<file path="src/rtl/decode_hold_if.sv">
// Handshake/bus bundle for decode_hold: binary code in, one-hot select out.
// The master drives the code; the slave (decode_hold) returns ready and the
// registered one-hot output with its valid flag.
interface decode_hold_if;
    logic [3:0]  de_in;
    logic        de_valid;
    logic        de_ready;
    logic [15:0] de_out;
    logic        out_valid;

    modport master (
        output de_in,
        output de_valid,
        input  de_ready,
        input  de_out,
        input  out_valid
    );

    modport slave (
        input  de_in,
        input  de_valid,
        output de_ready,
        output de_out,
        output out_valid
    );
endinterface

</file>
<file path="src/rtl/decode_hold.sv">
// decode_hold: registered 4-to-16 one-hot decoder with programmable hold time
// and an automatic 0..MAX_CODE scan sweep for driving row/digit selects.
// Optional feature macro: DECODE_RANGE_CHK_EN -- when defined, codes above
// MAX_CODE are accepted but not decoded, and err pulses for one cycle.
module decode_hold #(
    parameter int HOLD_CYCLES = 4,
    parameter int MAX_CODE    = 9,
    parameter int CNT_W       = 8
) (
    input  logic          clk,
    input  logic          rst,
    input  logic          enable,
    input  logic          scan_start,
    decode_hold_if.slave  bus,
    output logic          scan_done,
    output logic          err
);

    // A hold time of zero behaves like a single-cycle hold.
    localparam int               HOLD_EFF    = (HOLD_CYCLES < 1) ? 1 : HOLD_CYCLES;
    localparam logic [CNT_W-1:0] HOLD_RELOAD = CNT_W'(HOLD_EFF - 1);
    localparam logic [CNT_W-1:0] CNT_ZERO    = {CNT_W{1'b0}};
    localparam logic [3:0]       LAST_CODE   = 4'(MAX_CODE);

    localparam logic [1:0] ST_IDLE = 2'd0;
    localparam logic [1:0] ST_HOLD = 2'd1;
    localparam logic [1:0] ST_SCAN = 2'd2;

    logic [1:0]       state_r;
    logic [CNT_W-1:0] hold_cnt_r;
    logic [3:0]       scan_code_r;
    logic [15:0]      de_out_r;
    logic             out_valid_r;
    logic             scan_done_r;
    logic             err_r;

    logic             ready_s;
    logic             accept_s;

    // Binary code to one-hot select; MAX_CODE <= 15 keeps the shift in range.
    function automatic logic [15:0] onehot16(input logic [3:0] code);
        onehot16 = 16'h0001 << code;
    endfunction

`ifdef DECODE_RANGE_CHK_EN
    // True when the code lies within the decodable range 0..MAX_CODE.
    function automatic logic in_range(input logic [3:0] code);
        in_range = (code <= LAST_CODE);
    endfunction
`endif

    assign ready_s       = (state_r == ST_IDLE) && enable && !rst;
    assign accept_s      = bus.de_valid && ready_s;

    assign bus.de_ready  = ready_s;
    assign bus.de_out    = de_out_r;
    assign bus.out_valid = out_valid_r;
    assign scan_done     = scan_done_r;
    assign err           = err_r;

    // Decoder FSM: accepts codes or scan requests in IDLE, times the hold, steps the sweep.
    always_ff @(posedge clk) begin
        if (rst) begin
            state_r     <= ST_IDLE;
            hold_cnt_r  <= CNT_ZERO;
            scan_code_r <= 4'd0;
            de_out_r    <= 16'h0000;
            out_valid_r <= 1'b0;
            scan_done_r <= 1'b0;
            err_r       <= 1'b0;
        end else if (!enable) begin
            // Abort: clear everything; an interrupted scan never reports done.
            state_r     <= ST_IDLE;
            hold_cnt_r  <= CNT_ZERO;
            scan_code_r <= 4'd0;
            de_out_r    <= 16'h0000;
            out_valid_r <= 1'b0;
            scan_done_r <= 1'b0;
            err_r       <= 1'b0;
        end else begin
            scan_done_r <= 1'b0;
            err_r       <= 1'b0;
            case (state_r)
                ST_IDLE: begin
                    if (accept_s) begin
`ifdef DECODE_RANGE_CHK_EN
                        if (!in_range(bus.de_in)) begin
                            // Handshake completes but nothing is driven.
                            err_r       <= 1'b1;
                            de_out_r    <= 16'h0000;
                            out_valid_r <= 1'b0;
                            state_r     <= ST_IDLE;
                        end else begin
                            de_out_r    <= onehot16(bus.de_in);
                            out_valid_r <= 1'b1;
                            hold_cnt_r  <= HOLD_RELOAD;
                            state_r     <= ST_HOLD;
                        end
`else
                        de_out_r    <= onehot16(bus.de_in);
                        out_valid_r <= 1'b1;
                        hold_cnt_r  <= HOLD_RELOAD;
                        state_r     <= ST_HOLD;
`endif
                    end else if (scan_start) begin
                        // de_valid has priority, so reaching here means no code was offered.
                        de_out_r    <= 16'h0001;
                        out_valid_r <= 1'b1;
                        scan_code_r <= 4'd0;
                        hold_cnt_r  <= HOLD_RELOAD;
                        state_r     <= ST_SCAN;
                    end else begin
                        de_out_r    <= 16'h0000;
                        out_valid_r <= 1'b0;
                        state_r     <= ST_IDLE;
                    end
                end
                ST_HOLD: begin
                    if (hold_cnt_r == CNT_ZERO) begin
                        de_out_r    <= 16'h0000;
                        out_valid_r <= 1'b0;
                        state_r     <= ST_IDLE;
                    end else begin
                        hold_cnt_r  <= hold_cnt_r - {{(CNT_W-1){1'b0}}, 1'b1};
                    end
                end
                ST_SCAN: begin
                    if (hold_cnt_r == CNT_ZERO) begin
                        if (scan_code_r == LAST_CODE) begin
                            de_out_r    <= 16'h0000;
                            out_valid_r <= 1'b0;
                            scan_code_r <= 4'd0;
                            scan_done_r <= 1'b1;
                            state_r     <= ST_IDLE;
                        end else begin
                            // Next code follows immediately: no gap inside a sweep.
                            scan_code_r <= scan_code_r + 4'd1;
                            de_out_r    <= de_out_r << 1;
                            hold_cnt_r  <= HOLD_RELOAD;
                        end
                    end else begin
                        hold_cnt_r  <= hold_cnt_r - {{(CNT_W-1){1'b0}}, 1'b1};
                    end
                end
                default: begin
                    state_r     <= ST_IDLE;
                    hold_cnt_r  <= CNT_ZERO;
                    scan_code_r <= 4'd0;
                    de_out_r    <= 16'h0000;
                    out_valid_r <= 1'b0;
                end
            endcase
        end
    end

endmodule

</file>
<file path="src/flat_wrapper.sv">
// flat-port wrapper written by rule: the top's interface ports become plain ports
module decode_hold_flat 
#(
    parameter int HOLD_CYCLES = 4,
    parameter int MAX_CODE    = 9,
    parameter int CNT_W       = 8
)
  (clk, rst, enable, scan_start, scan_done, err, bus_de_in, bus_de_valid, bus_de_ready, bus_de_out, bus_out_valid);
  decode_hold_if bus_i ();
  input  logic clk;
  input  logic rst;
  input  logic enable;
  input  logic scan_start;
  output logic scan_done;
  output logic err;
  input wire logic [$bits(bus_i.de_in)-1:0] bus_de_in;
  input wire logic [$bits(bus_i.de_valid)-1:0] bus_de_valid;
  output wire logic [$bits(bus_i.de_ready)-1:0] bus_de_ready;
  output wire logic [$bits(bus_i.de_out)-1:0] bus_de_out;
  output wire logic [$bits(bus_i.out_valid)-1:0] bus_out_valid;
  assign bus_i.de_in = bus_de_in;
  assign bus_i.de_valid = bus_de_valid;
  assign bus_de_ready = bus_i.de_ready;
  assign bus_de_out = bus_i.de_out;
  assign bus_out_valid = bus_i.out_valid;
  decode_hold #(.HOLD_CYCLES(HOLD_CYCLES), .MAX_CODE(MAX_CODE), .CNT_W(CNT_W)) u_core (.clk(clk), .rst(rst), .enable(enable), .scan_start(scan_start), .bus(bus_i), .scan_done(scan_done), .err(err));
endmodule
</file>
<file path="config.mk">
export PLATFORM = sky130hd
export DESIGN_NAME = decode_hold_flat
export DESIGN_NICKNAME = d
export VERILOG_FILES = /design/src/rtl/decode_hold_if.sv /design/src/rtl/decode_hold.sv /design/src/flat_wrapper.sv
export SDC_FILE = /design/constraint.sdc
export NUM_CORES = 1
export LEC_CHECK = 0
export CORE_ASPECT_RATIO = 2
export CORE_MARGIN = 2
export CORE_UTILIZATION = 46
export DETAILED_ROUTE_END_ITERATION = 12
export PLACE_DENSITY = 0.74
export SYNTH_ARGS = -nofsm -noshare
export SYNTH_HDL_FRONTEND = slang
export SYNTH_SLANG_ARGS = --single-unit
</file>
<file path="constraint.sdc">
create_clock -name clk -period 1.78 [get_ports clk]
set_input_delay 0.356 -clock clk [delete_from_list [all_inputs] [get_ports clk]]
set_output_delay 0.356 -clock clk [all_outputs]
set_load 0.1 [all_outputs]
</file>
# Word-level counts from Yosys, hierarchy flattened
# Cells that the tools add are included.
classes:
  n_addsub: 2
  n_eq_ne: 11
  shift: 1
  n_mux: 30
  n_bitwise: 4
  n_reduce_logical: 12
op_table:
  columns: ["cell", "n"]
  rows:
  - ["$mux W16", 4]
  - ["$pmux W16 S3", 1]
  - ["$mux W8", 5]
  - ["$pmux W8 S3", 1]
  - ["$mux W4", 4]
  - ["$shl A1 B4 Y16 const A", 1]
  - ["$pmux W4 S3", 1]
  - ["$mux W2", 5]
  - ["$logic_not A8 Y1", 1]
  - ["$sub A8 B1 Y8 const B", 1]
  - ["$mux W1", 7]
  - ["$ne A2 B1 Y1 const B", 3]
  - ["$ne A2 B2 Y1 const B", 3]
  - ["$pmux W2 S3", 1]
  - ["$reduce_and A3 Y1", 2]
  - ["$add A4 B1 Y4 const B", 1]
  - ["$eq A4 B4 Y1 const B", 1]
  - ["$not A1 Y1", 4]
  - ["$reduce_and A4 Y1", 1]
  - ["$reduce_or A4 Y1", 1]
  - ["$logic_and A1 B1 Y1", 3]
  - ["$ne A3 B2 Y1 const B", 1]
  - ["$ne A3 B3 Y1 const B", 1]
  - ["$pmux W1 S3", 1]
  - ["other kinds (6)", 6]
word_totals:
  reg_bits: 32
  inputBits: 9
  output_inout_bits: 20
  elab_cells: 66

# Logic depth before layout (Yosys ltp)
# Gate-level depths: netlist of run 1.
depth:
  depth_word: 6
  depth_mapped: 9
  depth_no_buf: 7

# Worst setup path before layout of run 1
# No wires, ideal clock.
synth_timing:
  path_kind: "input -> output"
  startpoint: "input port rst"
  endpoint: "output port bus_de_ready"
  t_arrival_ns: 2.867
  t_required_ns: 1.424
  slack_ns: -1.443
  stages: 4
  n_path_buf: 2
  cell_sequence: "nand2b_1 clkbuf_1 clkbuf_1 nor3_1"
synth_via:
  elab_chain_len: 2
synth_lines:
  columns: ["item", "line", "source"]
  rows:
  - ["start: declaration", "flat_wrapper.sv:11", "input logic rst;"]
  - ["$logic_not A1 Y1", "decode_hold.sv:52", "assign ready_s = (state_r == ST_IDLE) && enable && !rst;"]
  - ["$logic_and A1 B1 Y1", "decode_hold.sv:52", null]
  - ["end: declaration", "flat_wrapper.sv:18", "output wire logic [$bits(bus_i.de_ready)-1:0] bus_de_ready;"]
# No other way between the ends.

# Final worst setup path of run 1
layout_timing:
  startpoint: "register u_core.hold_cnt_r[1]"
  endpoint: "register u_core.hold_cnt_r[7]"
layout_via:
  elab_chain_len: 3
  elab_cells_between_ends: 8
  classes_between: "1 x add/sub; 2 x eq/ne; 3 x mux; 2 x reduce/logical"
layout_lines:
  columns: ["item", "line", "source"]
  rows:
  - ["start: declaration", "decode_hold.sv:30", "logic [CNT_W-1:0] hold_cnt_r;"]
  - ["start signal: assignment", "decode_hold.sv:124", "hold_cnt_r <= hold_cnt_r - {{(CNT_W-1){1'b0}}, 1'b1};"]
  - ["start signal: assignment", "decode_hold.sv:142", "hold_cnt_r <= hold_cnt_r - {{(CNT_W-1){1'b0}}, 1'b1};"]
  - ["$sub A8 B1 Y8 / $logic_not A8 Y1 (equally long branches)", null, null]
  - ["$mux W8 (tied with other cells)", "decode_hold.sv:128", "if (hold_cnt_r == CNT_ZERO) begin"]
  - ["$pmux W8 S3 / $reduce_and A3 Y1 (equally long branches)", null, null]
# Several ways; a longest one is shown, not always the timed one. The select of a mux whose other input is x is not followed.
# A chain may end at the register's enable or synchronous reset.

==> flow_summary.json, run 1 <==
{
  "ys_async_sr_fraction_pct": 0,
  "synth_edf_count": 0,
  "vias": 1837,
  "post-route-period-util_pct": 104,
  "drive_gt1_share_pct": 34.9,
  "ys.flop_type": "dfxtp_1",
  "dpl.hpwl_mm": 3.84,
  "violations": "setup timing",
  "syn_area_um2": 1590,
  "ant_nets": 0,
  "routed_via_density": 6.40,
  "cts_tree": "yes",
  "seqCellArea_um2": 643,
  "place_area_um2": 2330,
  "drt-initial-drc-count": 57,
  "numCtsBuffers": 5,
  "hold_viol": 0,
  "area_delta_synth_final_pct": 59.8,
  "max_stage_delay_ps": 500,
  "max-clock-path-buffers": 2,
  "cap_violations": 0,
  "arrival_ps": 2060,
  "status": "complete, but fails checks",
  "worst-path-max-fanout": 3,
  "slowest_stage": "or4b_1",
  "overflow": 0,
  "final_nets": 266,
  "worstSkewPairLatency_ps": 290,
  "first_pass_iters": 5,
  "core_area_um2": 3340,
  "setup_slack_ps": -70.8,
  "grt_pass1_wl_mm": 8.74,
  "cp-start-kind": "register",
  "crit_family": "simple AND/OR/NAND/NOR gates",
  "path_cells": "or2_1 > or3_1 > a211o_1 > or4b_1 > a21oi_1",
  "htree_levels": 2,
  "start_util_pct": 47.5,
  "gp_congestion": 0.883,
  "seq_area_frac_synth_pct": 40.3,
  "grt_max_degree": 16,
  "final_cell_mix": "buf_4, dfxtp_1, nand2_1, buf_12",
  "first_global_vias": 1945,
  "power_w": 0.00181,
  "io_pins": 29,
  "synth_nets": 203,
  "max-vdd-ir-drop_mv": 0.678,
  "cts_root_buf": "clkbuf_8",
  "n_fill_cell": 221,
  "p_leak_nw": 1.02,
  "synth-seq-cells": 32,
  "cts_sinks": 32,
  "hold_buffers": 0,
  "die_y_um": 87.1,
  "row_count": 30,
  "cts.clk_slew.worst_paths_ps": 70,
  "portBuffers": 27,
  "fmax_mhz": 540,
  "yosysUniqueCellTypes": 46,
  "min_period_ps": 1850,
  "multi_input_area_um2": 962,
  "skew_ps": 5.91,
  "maxSlewViolCount": 0,
  "setup_viol": 1,
  "syn_avg_cell_area_um2": 8.31,
  "wl_per_cell_um": 19.0,
  "yosysWarnings": 0,
  "antenna_found_initial": 0,
  "final_common_cell": "buf_4",
  "synth_cells": 191,
  "die-area_um2": 3970,
  "drc": 0,
  "design_area_um2": 2540,
  "cp.required_ps": 1990,
  "cp_num_buf_inv": 0,
  "power_density_nw_per_um2": 712,
  "criticalPathCategory": "reg -> reg",
  "end_kind": "register",
  "rsz0062_at_grt": "yes",
  "drt_wl_total_mm": 5.47,
  "die_x_um": 45.5,
  "n_antenna_cell": 0,
  "min_path_type": "reg -> reg",
  "grtUsageTotal_pct": 29.7
}
## kinds of logic after synthesis
family	synth area share, %
adder cells (fa/ha/maj)	2.36
multiplexers	0.630
flip-flops	40.3
AND/OR/NAND/NOR	21.9
XOR/XNOR	0.552
AO/OA/AOI/OAI	28.9
other	0.236
buffers and inverters	5.04
## area by class of cell
type | count | share of cell area [%]
repair buffers | 67 | 30.3
flip-flops and latches | 32 | 25.3
well taps | 32 | 1.58
clock buffers | 6 | 3.25
clock inverters | 2 | 0.394
multi-input cells | 140 | 37.9
inverters | 8 | 1.18
## stage by stage
stage	util, %	hold WS (ps)	setup WS (ps)	TNS [ps]	cells
final	76.0	498	-70.8	-70.8	287
after global routing	76.0	516	-91.7	-317	287
after CTS	74.0	500	-74.9	-74.9	285
after detailed placement	69.8	490	-406	-6280	275
after global placement	69.8	475	-349	-5380	275
after floorplan	-	457	-142	-154	191
## worst paths after layout
path	startpoint	end	slack, ps	cells past startpoint
worst min-delay path	u_core.hold_cnt_r[1]	u_core.hold_cnt_r[1]	500	1
worst max-delay path	u_core.hold_cnt_r[1]	u_core.hold_cnt_r[7]	-70	5
worst max register to register	u_core.hold_cnt_r[1]	u_core.hold_cnt_r[7]	-70	5
worst min register to register	u_core.hold_cnt_r[1]	u_core.hold_cnt_r[1]	500	1
## power by group
part           internal [W]  leakage, nW  switching (W)
registers          0.000734        0.260      0.0000203
clock network      0.000308       0.0510       0.000278
logic              0.000210        0.713       0.000256
## metal layers
metal  part of all wire (%)  routed length [µm]  GRT usage (%)
met2                     58                3160           53.8
met4                    4.7                 258           20.9
met3                    4.4                 240           5.81
met5                      0                   0              0
met1                     33                1810           26.9
## repair_timing
action	4_1_cts	5_1_grt
setup endpoints to repair	14	22
pin swaps	2	4
cloned	0	0
buffers inserted	2	2
resized for setup	8	18
## state kept, by name, indices dropped and copies added (netlist names)
register	cells
u_core.scan_done	1
u_core.bus.out_valid	1
u_core.bus.de_out	16
u_core.hold_cnt_r	8
u_core.state_r	2
u_core.scan_code_r	4
## synth_stat cells, drive strengths merged (5+ instances only)
library cell | number | area, µm²
a21oi | 12 | 60.1
a22o | 11 | 97.6
a32oi | 6 | 52.6
buf | 5 | 27.5
clkbuf | 6 | 22.5
dfxtp | 32 | 641
inv | 8 | 30.0
nand2 | 25 | 93.8
nand3 | 6 | 30.0
nor2 | 12 | 45.0
o21ai | 12 | 60.1
o2bb2ai | 6 | 52.6
Power figures use the tool's default switching activity.
==> run 2, diff against run 1 <==
--- a/config.mk
+++ b/config.mk
@@ -6,7 +6,6 @@
 export NUM_CORES = 1
 export LEC_CHECK = 0
 export CORE_ASPECT_RATIO = 2
-export CORE_MARGIN = 2
 export CORE_UTILIZATION = 46
 export DETAILED_ROUTE_END_ITERATION = 12
 export PLACE_DENSITY = 0.74
==> constraint.sdc (replaced) <==
create_clock -name clk -period 1.5 [get_ports clk]
set_input_delay 0.3 -clock clk [delete_from_list [all_inputs] [get_ports clk]]
set_output_delay 0.3 -clock clk [all_outputs]
set_load 0.1 [all_outputs]
==> run 2 against run 1 <==
Compared with the run above: the run ends with DRC, setup timing left; clock-buffer cell count down 1; core utilization up 19 points; global-route usage increased by 13 points; total power increased by 46%; first-iteration DRC count increased to 3.1 times the previous value; via count grew 21%; routed wire length rose by 53%; sequential power is 19% higher; clock power grew 49%; die area fell by 6.6%; cell area increased by 21%; largest power group unchanged.
==> flow_summary.json, run 2 (synthesized netlist as in run 1, its figures left out) <==
{
  "place_area_um2": 2440,
  "worst_slew_pin_slew_ps": 536,
  "status": "complete, but fails checks",
  "start_util_pct": 49.2,
  "design_area_um2": 3070,
  "cts_root_buf": "clkbuf_8",
  "final_cell_mix": "buf_4, dfxtp_1, nand2_1, buf_12, buf_6",
  "die_x_um": 43.5,
  "drt_wl_total_mm": 8.39,
  "first_pass_iters": 9,
  "hold_buffers": 0,
  "final_nets": 291,
  "setup_slack_ps": -430,
  "power_density_nw_per_um2": 857,
  "cp.required_ps": 1730,
  "first_global_vias": 2243,
  "slew_headroom_pct": 64.2,
  "drc": 2,
  "routed_via_density": 7.16,
  "worst-path-max-fanout": 3,
  "cts_tree": "yes",
  "hp-start": "u_core.hold_cnt_r[1]",
  "row_count": 29,
  "maxSlewViolCount": 0,
  "cts.clk_slew.worst_paths_ps": 70,
  "arrival_ps": 2160,
  "grt_max_degree": 16,
  "cp-startpoint": "u_core.hold_cnt_r[1]",
  "drt-initial-drc-count": 175,
  "overflow": 0,
  "power_w": 0.00263,
  "dpl.hpwl_mm": 4.01,
  "io_pins": 29,
  "antenna_found_initial": 0,
  "setup_viol": 32,
  "rsz0062_at_grt": "yes",
  "die-area_um2": 3710,
  "htree_levels": 2,
  "core_area_um2": 3230,
  "final_common_cell": "buf_4",
  "min_path_type": "reg -> reg",
  "p_leak_nw": 1.23,
  "n_fill_cell": 76,
  "grtUsageTotal_pct": 42.9,
  "gp_congestion": 0.937,
  "cp-start-kind": "register",
  "fmax_mhz": 518,
  "worstSkewPairLatency_ps": 300,
  "cap_violations": 0,
  "max-clock-path-buffers": 2,
  "skew_ps": 8.01,
  "min_period_ps": 1930,
  "largest_register_ffs": 16,
  "max-vdd-ir-drop_mv": 0.956,
  "numCtsBuffers": 5,
  "area_delta_synth_final_pct": 93.3,
  "post-route-period-util_pct": 129,
  "n_antenna_cell": 0,
  "ant_nets": 0,
  "die_y_um": 85.1,
  "vias": 2228,
  "hold_viol": 0,
  "wl_per_cell_um": 27.0,
  "criticalPathCategory": "reg -> reg",
  "drive_gt1_share_pct": 56.1,
  "portBuffers": 27,
  "violations": "DRC, setup timing",
  "cts_sinks": 32,
  "grt_pass1_wl_mm": 11.6,
  "r2r-start": "u_core.hold_cnt_r[1]",
  "end_kind": "register"
}
## run 2: cell types whose count changed in the layout (fill, tap and decap cells not counted), sizes merged
| cell | change |
|---|---|
| bufinv | +1 |
| clkinv | -1 |
| clkinvlp | +1 |
| dlymetal6s2s | -1 |
| dlygate4sd2 | +2 |
| clkbuf | +1 |
| clkdlybuf4s50 | -3 |
| buf | +25 |
## run 2: final timing paths
check,to,slack (ps),cells after the start
worst max-delay path,u_core.hold_cnt_r[7],-430,5
worst min-delay path,u_core.hold_cnt_r[1],510,1
worst max register to register,u_core.hold_cnt_r[7],-430,5
worst min register to register,u_core.hold_cnt_r[1],510,1
## run 2: stage by stage
stage | TNS, ps | instances | utilization (%) | hold slack [ps] | worst slack [ps]
2_1_floorplan | -1860 | 191 | - | 433 | -310
5_1_grt | -7540 | 311 | 95.0 | 523 | -471
3_3_place_gp | -13390 | 286 | 75.6 | 479 | -561
3_5_place_dp | -16040 | 286 | 75.6 | 512 | -649
6_report | -6490 | 311 | 95.0 | 514 | -430
4_1_cts | -3520 | 305 | 89.1 | 498 | -419
## run 2: critical path, stage by stage (launching register included)
cell and delay (ps):
dfxtp_2 340, or2_1 250, or3_4 320, a211o_1 300, or4b_4 520, a21oi_2 130
## run 2: what timing repair did
item                                    in CTS  in global routing
setup buffers                               11                  6
gates cloned                                 1                  0
endpoints found under the setup margin      31                 33
pin swaps                                   24                 10
gates resized for setup                     62                 38
## run 2: final cells by class
class | instances | area [µm²] | share of cell area (%)
tap | 31 | 38.8 | 1.26
timing repair buffer | 92 | 987 | 32.2
multi-input combinational | 140 | 1250 | 40.6
clock inverter | 3 | 42.5 | 1.39
clock buffer | 5 | 68.8 | 2.24
sequential | 32 | 654 | 21.3
inverter | 8 | 30.0 | 0.978
## run 2: where the power goes
group / internal, W / total (W) / switching (W)
Sequential: 0.000869 / 0.000896 / 0.0000265
Combinational: 0.000390 / 0.000858 / 0.000468
Clock: 0.000492 / 0.000876 / 0.000384
## run 2: routing by layer
metal  part of all wire (%)  track usage (%)
met1                     32             38.6
met2                     52             79.9
met3                    6.9             7.66
met4                    9.2             29.8
met5                      0                0
==> run 3, diff against run 2 <==
--- a/config.mk
+++ b/config.mk
@@ -9,6 +9,7 @@
 export CORE_UTILIZATION = 46
 export DETAILED_ROUTE_END_ITERATION = 12
 export PLACE_DENSITY = 0.74
+export SLEW_MARGIN = 25
 export SYNTH_ARGS = -nofsm -noshare
 export SYNTH_HDL_FRONTEND = slang
 export SYNTH_SLANG_ARGS = --single-unit
==> results of run 3 <==
No change in the layout: final DEF, timing and power equal those of run 2.
